File: config.mk
export PLATFORM = sky130hd
export DESIGN_NAME = uart_echo_tester_flat
export DESIGN_NICKNAME = d
export VERILOG_FILES = /design/src/rtl/uart_echo_tester_if.sv /design/src/rtl/uart_echo_tester.sv /design/src/flat_wrapper.sv
export SDC_FILE = /design/constraint.sdc
export NUM_CORES = 1
export LEC_CHECK = 0
export ABC_AREA = 1
export BUFFER_PORTS_ARGS = -buffer_cell sky130_fd_sc_hd__buf_2
export CORE_AREA = 2 2 108 100
export DETAILED_ROUTE_END_ITERATION = 8
export DIE_AREA = 0 0 110 102
export HOLD_SLACK_MARGIN = 0.06
export PLACE_DENSITY = 0.75
export SLEW_MARGIN = 10
export SYNTH_ARGS = -nofsm -noshare
export SYNTH_HDL_FRONTEND = slang
export SYNTH_SLANG_ARGS = --single-unit
export TNS_END_PERCENT = 30
File: constraint.sdc
create_clock -name i_Clock -period 2.94 [get_ports i_Clock]
set_input_delay 0.588 -clock i_Clock [delete_from_list [all_inputs] [get_ports i_Clock]]
set_output_delay 0.588 -clock i_Clock [all_outputs]
set_load 0.01 [all_outputs]
File: src/rtl/uart_echo_tester_if.sv
// UART side of the echo tester: transmit request/status and receive strobe.
// The master modport is the tester, the slave modport is the UART pair.
interface uart_echo_tester_if;
  logic       o_Tx_DV;
  logic [7:0] o_Tx_Byte;
  logic       i_Tx_Active;
  logic       i_Tx_Done;
  logic       i_Rx_DV;
  logic [7:0] i_Rx_Byte;

  modport master (
    output o_Tx_DV,
    output o_Tx_Byte,
    input  i_Tx_Active,
    input  i_Tx_Done,
    input  i_Rx_DV,
    input  i_Rx_Byte
  );

  modport slave (
    input  o_Tx_DV,
    input  o_Tx_Byte,
    output i_Tx_Active,
    output i_Tx_Done,
    output i_Rx_DV,
    output i_Rx_Byte
  );
endinterface

File: src/rtl/uart_echo_tester.sv
// UART loopback tester: sends an LFSR byte pattern and checks each echo.
// Counts mismatched and missing echoes and reports pass/fail per run.
module uart_echo_tester #(
  parameter int NUM_BYTES    = 256,
  parameter int TIMEOUT_CLKS = 20000
) (
  input  logic                      i_Clock,
  input  logic                      i_Reset,
  input  logic                      i_Start,
  uart_echo_tester_if.master        uart,
  output logic                      o_Busy,
  output logic                      o_Done,
  output logic                      o_Pass,
  output logic [15:0]               o_Err_Count,
  output logic [15:0]               o_Timeout_Count
);

  localparam int TW = $clog2(TIMEOUT_CLKS);
  localparam logic [TW-1:0] T_LAST = TW'(TIMEOUT_CLKS - 1);
  localparam logic [15:0]   I_LAST = 16'(NUM_BYTES - 1);

  typedef enum logic [2:0] {
    IDLE,
    SEND,
    WAIT,
    NEXT,
    DONE
  } state_t;

  state_t        state;
  logic [7:0]    lfsr;
  logic [7:0]    lfsr_nx;
  logic [15:0]   idx;
  logic [TW-1:0] tcnt;
  logic          tx_seen;
  logic          echo_seen;
  logic          mismatch;

  // next pattern byte and echo compare against the byte on the wire
  always_comb begin
    lfsr_nx  = {lfsr[6:0], lfsr[7] ^ lfsr[5] ^ lfsr[4] ^ lfsr[3]};
    mismatch = uart.i_Rx_Byte != uart.o_Tx_Byte;
  end

  // run sequencer: send, await tx-done and echo, count errors/timeouts
  always_ff @(posedge i_Clock or posedge i_Reset) begin
    if (i_Reset) begin
      state           <= IDLE;
      uart.o_Tx_DV    <= 1'b0;
      uart.o_Tx_Byte  <= 8'h00;
      o_Busy          <= 1'b0;
      o_Done          <= 1'b0;
      o_Pass          <= 1'b0;
      o_Err_Count     <= 16'h0000;
      o_Timeout_Count <= 16'h0000;
      lfsr            <= 8'h01;
      idx             <= 16'h0000;
      tcnt            <= '0;
      tx_seen         <= 1'b0;
      echo_seen       <= 1'b0;
    end else begin
      uart.o_Tx_DV <= 1'b0;
      o_Done       <= 1'b0;
      unique case (state)
        IDLE: begin
          if (i_Start) begin
            o_Err_Count     <= 16'h0000;
            o_Timeout_Count <= 16'h0000;
            o_Pass          <= 1'b0;
            lfsr            <= 8'h01;
            idx             <= 16'h0000;
            o_Busy          <= 1'b1;
            state           <= SEND;
          end
        end
        SEND: begin
          if (!uart.i_Tx_Active) begin
            uart.o_Tx_Byte <= lfsr;
            uart.o_Tx_DV   <= 1'b1;
            tcnt           <= '0;
            tx_seen        <= 1'b0;
            echo_seen      <= 1'b0;
            state          <= WAIT;
          end
        end
        WAIT: begin
          if (uart.i_Tx_Done) tx_seen <= 1'b1;
          if (uart.i_Rx_DV && !echo_seen) begin
            echo_seen <= 1'b1;
            if (mismatch && o_Err_Count != 16'hFFFF)
              o_Err_Count <= o_Err_Count + 16'd1;
          end
          if (tx_seen && echo_seen) begin
            state <= NEXT;
          end else if (tcnt == T_LAST) begin
            // an echo arriving on the last cycle still counts as received
            if (!echo_seen && !uart.i_Rx_DV) begin
              if (o_Timeout_Count != 16'hFFFF)
                o_Timeout_Count <= o_Timeout_Count + 16'd1;
              state <= NEXT;
            end
          end else begin
            tcnt <= tcnt + 1'b1;
          end
        end
        NEXT: begin
          lfsr <= lfsr_nx;
          idx  <= idx + 16'd1;
          if (idx == I_LAST) begin
            o_Busy <= 1'b0;
            o_Done <= 1'b1;
            o_Pass <= (o_Err_Count == 16'h0000) &&
                      (o_Timeout_Count == 16'h0000);
            state  <= DONE;
          end else begin
            state <= SEND;
          end
        end
        DONE: begin
          state <= IDLE;
        end
        default: begin
          state <= IDLE;
        end
      endcase
    end
  end

endmodule

File: src/flat_wrapper.sv
// flat-port wrapper written by rule: the top's interface ports become plain ports
module uart_echo_tester_flat 
#(
  parameter int NUM_BYTES    = 256,
  parameter int TIMEOUT_CLKS = 20000
)
  (i_Clock, i_Reset, i_Start, o_Busy, o_Done, o_Pass, o_Err_Count, o_Timeout_Count, uart_o_Tx_DV, uart_o_Tx_Byte, uart_i_Tx_Active, uart_i_Tx_Done, uart_i_Rx_DV, uart_i_Rx_Byte);
  uart_echo_tester_if uart_i ();
  input  logic i_Clock;
  input  logic i_Reset;
  input  logic i_Start;
  output logic o_Busy;
  output logic o_Done;
  output logic o_Pass;
  output logic [15:0] o_Err_Count;
  output logic [15:0] o_Timeout_Count;
  output wire logic [$bits(uart_i.o_Tx_DV)-1:0] uart_o_Tx_DV;
  output wire logic [$bits(uart_i.o_Tx_Byte)-1:0] uart_o_Tx_Byte;
  input wire logic [$bits(uart_i.i_Tx_Active)-1:0] uart_i_Tx_Active;
  input wire logic [$bits(uart_i.i_Tx_Done)-1:0] uart_i_Tx_Done;
  input wire logic [$bits(uart_i.i_Rx_DV)-1:0] uart_i_Rx_DV;
  input wire logic [$bits(uart_i.i_Rx_Byte)-1:0] uart_i_Rx_Byte;
  assign uart_o_Tx_DV = uart_i.o_Tx_DV;
  assign uart_o_Tx_Byte = uart_i.o_Tx_Byte;
  assign uart_i.i_Tx_Active = uart_i_Tx_Active;
  assign uart_i.i_Tx_Done = uart_i_Tx_Done;
  assign uart_i.i_Rx_DV = uart_i_Rx_DV;
  assign uart_i.i_Rx_Byte = uart_i_Rx_Byte;
  uart_echo_tester #(.NUM_BYTES(NUM_BYTES), .TIMEOUT_CLKS(TIMEOUT_CLKS)) u_core (.i_Clock(i_Clock), .i_Reset(i_Reset), .i_Start(i_Start), .uart(uart_i), .o_Busy(o_Busy), .o_Done(o_Done), .o_Pass(o_Pass), .o_Err_Count(o_Err_Count), .o_Timeout_Count(o_Timeout_Count));
endmodule
======== Yosys cells after proc, flatten, opt, wreduce, memory -nomap -nowiden ========
Index checks and enable logic that the tools add are counted.
cells by class
  add/subtract/negate cells ............... 4
  equality and inequality tests ........... 21
  mux-type cells .......................... 38
  bitwise logic cells ..................... 4
  reduce and logical (&&, ||, !) cells .... 22
operators with widths
  cell                                                                     count
  16-bit 2-to-1 mux                                                        7
  16-bit one-hot mux with 2 select lines                                   3
  16-bit by 1-bit adder with 16-bit output (second input constant)         3
  15-bit 2-to-1 mux                                                        3
  16-bit zero test                                                         2
  16-bit != test (second input constant)                                   2
  15-bit one-hot mux with 2 select lines                                   1
  3-bit 2-to-1 mux                                                         6
  16-bit by 8-bit equality test with 1-bit output (second input constant)  1
  8-bit one-hot mux with 2 select lines                                    1
  15-bit by 1-bit adder with 15-bit output (second input constant)         1
  15-bit equality test (second input constant)                             1
  2-bit by 1-bit != test with 1-bit output (second input constant)         6
  3-bit one-hot mux with 4 select lines                                    1
  4-bit AND reduction                                                      3
  1-bit 2-to-1 mux                                                         11
  2-bit != test (second input constant)                                    5
  3-bit AND reduction                                                      3
  8-bit 2-to-1 mux                                                         1
  8-bit != test                                                            1
  1-bit one-hot mux with 2 select lines                                    4
  3-bit by 2-bit equality test with 1-bit output (second input constant)   2
  3-bit by 1-bit != test with 1-bit output (second input constant)         2
  6-bit AND reduction                                                      1
  other kinds (8)                                                          18
word-level totals
  register bits after elaboration ......... 88
  input bits .............................. 14
  output and inout port bits .............. 44
  logic and storage cells ................. 102

======== Longest topological paths before layout ========
  depth in word-level cells ............... 6
  depth in mapped cells ................... 13
  depth with buffers taken out ............ 12

======== Worst setup path after synthesis ========
OpenSTA, ideal clock, no wires.
  kind .................................... register to register
  start point ............................. register u_core.o_Err_Count[0]
  end point ............................... register u_core.o_Err_Count[12]
  library setup time ...................... 0.117 ns
  arrival ................................. 1.530 ns
  data required time ...................... 2.823 ns
  path slack .............................. 1.293 ns
  cell stages (with the launch flop) ...... 12
  path buffers ............................ 1
  clock period less this slack ............ 1.647 ns
  cells stage by stage .................... dfrtp_1 > ha_1 > nand3_2 > nor2_4 > nand2_2 > nor2_4 > nand2_1 > nand3_2 > nand2_4 > buf_6 > nand3_1 > nand2_1
between the ends
  longest elaborated chain between the ends .. 4
  elaborated cells on any way between the ends .. 8
  those cells by class .................... add/sub: 1; eq/ne: 2; mux: 3; reduce/logical: 2
RTL lines
  item                                                                                  RTL line                                        text
  from (decl)                                                                           uart_echo_tester.sv:14                          output logic [15:0] o_Err_Count,
  from (signal assigned)                                                                uart_echo_tester.sv:91                          o_Err_Count <= o_Err_Count + 16'd1;
  16-bit by 1-bit adder with 16-bit output / 16-bit != test (equally long branches)     uart_echo_tester.sv:91, uart_echo_tester.sv:90
  16-bit 2-to-1 mux / 1-bit logical AND (equally long branches)                         uart_echo_tester.sv:90                          if (mismatch && o_Err_Count != 16'hFFFF)
  16-bit 2-to-1 mux / 2-bit by 1-bit != test with 1-bit output (equally long branches)  -
  16-bit one-hot mux with 2 select lines / 4-bit AND reduction (equally long branches)  -
Parallel ways exist; a longest one is shown, timed or not. The select of a mux whose other input is x is not followed.
A chain may end at the register's enable or synchronous reset.

======== Worst setup path after layout ========
  start point ............................. register u_core.state[0]
  end point ............................... register u_core.tcnt[13]
between the ends
  longest elaborated chain between the ends .. 3
  elaborated cells on any way between the ends .. 8
  those cells by class .................... eq/ne: 5; mux: 1; reduce/logical: 2
RTL lines
  item                                                                                                                     RTL line                 text
  from (decl)                                                                                                              uart_echo_tester.sv:30   state_t state;
  from (signal assigned)                                                                                                   uart_echo_tester.sv:48   state <= IDLE;
  from (signal assigned)                                                                                                   uart_echo_tester.sv:73   state <= SEND;
  from (signal assigned)                                                                                                   uart_echo_tester.sv:83   state <= WAIT;
  3-bit by 2-bit equality test with 1-bit output / 3-bit by 1-bit equality test with 1-bit output (equally long branches)  uart_echo_tester.sv:64   unique case (state)
  2-bit != test (no line) / 2-bit nonzero test (equally long branches)                                                     -
  4-bit AND reduction (no line)                                                                                            -
  to (signal assigned)                                                                                                     uart_echo_tester.sv:103  tcnt <= tcnt + 1'b1;
  to (decl)                                                                                                                uart_echo_tester.sv:34   logic [TW-1:0] tcnt;
Parallel ways exist; a longest one is shown, timed or not.

==> key figures <==
Logic synthesis
  – Post-synthesis mux area share: 0
  – Main combinational cell family by area after synthesis: simple AND/OR/NAND/NOR gates
  – Synth Instances: roughly 720
  – Synthesis-stage register bit count: 88
  – Compound-Gate Fraction of Synth Area: 0.0793
  – Seq/Total Area, Yosys: 0.423
  – Simple-gate share of the synthesized area: 0.349
  – Avg Synthesized Cell Area: around 7 um^2
  – Xor and xnor fraction of the mapped netlist area: 0.0437
  – Post-synthesis cell type count: 36
  – Ys Warns: 0
  – Post-Syn Nets: 743
  – Netlist Area Pre-Place: about 5200 um^2
  – Adder-cell share of the synthesized area: 0.0144

STA
  – Setup_tns: 0 ns
  – Max Fclk: approximately 460 MHz
  – Final-report setup violation count: 0
  – Fin crit period: 2.15 ns
  – Setup Skew: around 0.012 ns
  – Fin. Hold Viols: 0
  – RSZ-0062 raised after global routing: false
  – Setup ws final: 0.788 ns
  – Relative slew slack: 0.438
  – Worst-margin pin slew: 0.839 ns
  – Period Utilization, post-route: 0.732
  – Final Slew Violations: 0

Placement
  – Final GP Congestion: slightly below 0.9
  – Dpl cells: between 800 and 900
  – Place WS: slightly below 0.8 ns
  – Post-DP HPWL: roughly 8400 um
  – Input/output buffers: between 50 and 60

Clock tree
  – Clock tree buffer depth: 2
  – Root Buffer: clkbuf_8
  – Clock Latency Late Sink: approximately 0.36 ns
  – Cts repair resizes: 0
  – TritonCTS clock tree: built
  – H-tree levels: 3
  – # hold bufs at CTS: 0
  – Post CTS Setup Buffer Count: 0
  – CTS Sinks: 88
  – Num CTS Buffers: 9
  – CTS clk-pin slew, worst paths: 0.09 ns

Detailed routing
  – # DRC: 0
  – Final wirelength: roughly 12000 um
  – DR WL/cell: between 10 and 15 um
  – Via/cell ratio: roughly 5.2
  – Drt pass-1 iters: 5
  – ANT nets after route: 0
  – Initial DRC count: 370
  – Via count: 4771

Setup path
  – Worst path arrival time: ~2.4 ns
  – Worst-path maximum fanout: 33
  – Reg2reg path depth: 8
  – R2r setup slk: just under 0.8 ns
  – Crit. End Element: flop
  – Crit start category: flop
  – Req. time, crit path: 3.20 ns
  – CP Class: flop to flop
  – R2R Path Start: u_core.state[0]
  – Worst R2R End: u_core.tcnt[13]

Min path
  – Hold Crit Class: primary input to asynchronous set/reset pin

Run status
  – Outcome: finished clean

Cells and area
  – Register area: between 2000 and 2500 um^2
  – Layout Cells excl Fill: just over 900
  – Commonest non-fill, non-tap cell in the layout: nand2_1
  – Fraction of layout cells with a size suffix above 1: 0.130
  – P&R area growth vs syn: 11.5%
  – Diode count: 0
  – Fin nets: ~800
  – Highest-count cells in the layout ignoring fill and taps: nand2_1 (204), inv_1 (93), nor2_1 (91), dfrtp_1 (87), buf_2 (57)
  – Fillers: about 960
  – Multi-input gate area: 2530 um^2

GRT
  – Global route overflow: 0
  – Tot GR Track Use: 0.225
  – Vias in the first global route: 4534
  – First-pass GRT wire length: 20300 um
  – Largest net degree at the start of global routing: 42
  – Antenna violations before repair: 0

Floorplanning
  – Die area: 11200 um^2
  – # rows: 35
  – Die Ht: just over 100 um
  – # IOs: 58
  – Initial Util: 0.519
  – Horiz. Die Dim: 110 um
  – Placeable Area: roughly 10000 um^2

Power and ir drop
  – Pwr Density: about 630 nW/um^2
  – Leak: around 2.9 nW
  – Worst IR Drop VDD: 0.339 mV
  – Total power: 3.68 mW

Flow run
  – Max Cap Viol: 0
[cells by family (layout without fill, tap and decap cells)]
group / count (synthesis) / in the layout
AOI/OAI and AO/OA: 77 / 77
xor gates and xnor gates: 26 / 26
adders and majority gates: 6 / 6
buffers and inverters: 114 / 174
DFF: 88 / 88
and+or+nand+nor: 412 / 412
[routing by layer]
metal  global-route usage  vias up  routed length (um)
li1                     -     2406                   -
met1                0.306     2227                5640
met2                0.365      122                5460
met3               0.0319       16                 526
met4               0.0837        0                 198
met5                    0        -                   0
[worst max-delay path, stage by stage, from the launching register on]
cell     delay (ns)
dfrtp_1        0.40
nor2_1         0.19
nand2_1        0.11
inv_2          0.44
nand3_1        0.28
nand2_2        0.38
inv_1          0.11
nand2_1        0.08
nand2_1        0.05
[Yosys cell counts (all sizes together)]
cell type    n  share of area
nand2      210           0.16
nor2        98          0.079
inv         97          0.070
dfrtp       87           0.42
nand3       59          0.060
o21ai       46          0.044
nand4       24          0.029
xor2        18          0.030
a21oi       15          0.014
nor3        15          0.015
buf         12          0.017
o22ai       11          0.013
xnor2        8          0.013
ha           6          0.014
clkbuf       5         0.0036
or2          3         0.0036
a31oi        2         0.0024
a22o         1         0.0017
a32o         1         0.0019
and2         1         0.0012
dfstp        1         0.0050
nand3b       1         0.0014
nor3b        1         0.0014
o21bai       1         0.0014
[per-stage QoR]
stage               cell area, um^2  hold WS, ns   util
floorplan                      5210        0.453      -
global placement               5590        0.477  0.558
detailed placement             5590        0.481  0.558
CTS                            5810        0.325  0.579
global route                   5810        0.352  0.579
finish                         5810        0.299  0.579
[cell type report]
type | instances | share of cell area
inverters | 97 | 0.0629
clock buffers | 11 | 0.0261
flip-flops and latches | 88 | 0.380
clock inverters | 5 | 0.0108
multi-input cells | 521 | 0.436
well taps | 129 | 0.0278
repair buffers | 61 | 0.0565
[worst max path at each step]
stage                               start                to  slack [ns]  cells past startpoint
after floorplan                   i_Reset  u_core.echo_seen        0.08                      1
final                     u_core.state[0]   u_core.tcnt[13]        0.79                      8
after detailed placement  u_core.state[0]   u_core.tcnt[13]        0.78                      8
after global placement    u_core.state[0]   u_core.tcnt[13]        0.93                      8
after CTS                 u_core.state[0]   u_core.tcnt[13]        0.79                      8
after global routing      u_core.state[0]    u_core.tcnt[7]        0.49                      7
[power breakdown]
part	switching, mW	internal [mW]
clock network	0.456	0.446
logic	0.922	0.356
registers	0.138	1.37
[sequential cells by signal (all words and copies together) (netlist names)]
signal and flops:
u_core.o_Err_Count 16, u_core.uart.o_Tx_DV 1, u_core.state 3, u_core.idx 16, u_core.tcnt 15, u_core.o_Busy 1
u_core.o_Done 1, u_core.lfsr 8, u_core.o_Timeout_Count 16, u_core.uart.o_Tx_Byte 8, u_core.echo_seen 1, u_core.o_Pass 1
u_core.tx_seen 1
Power figures use the tool's default switching activity.
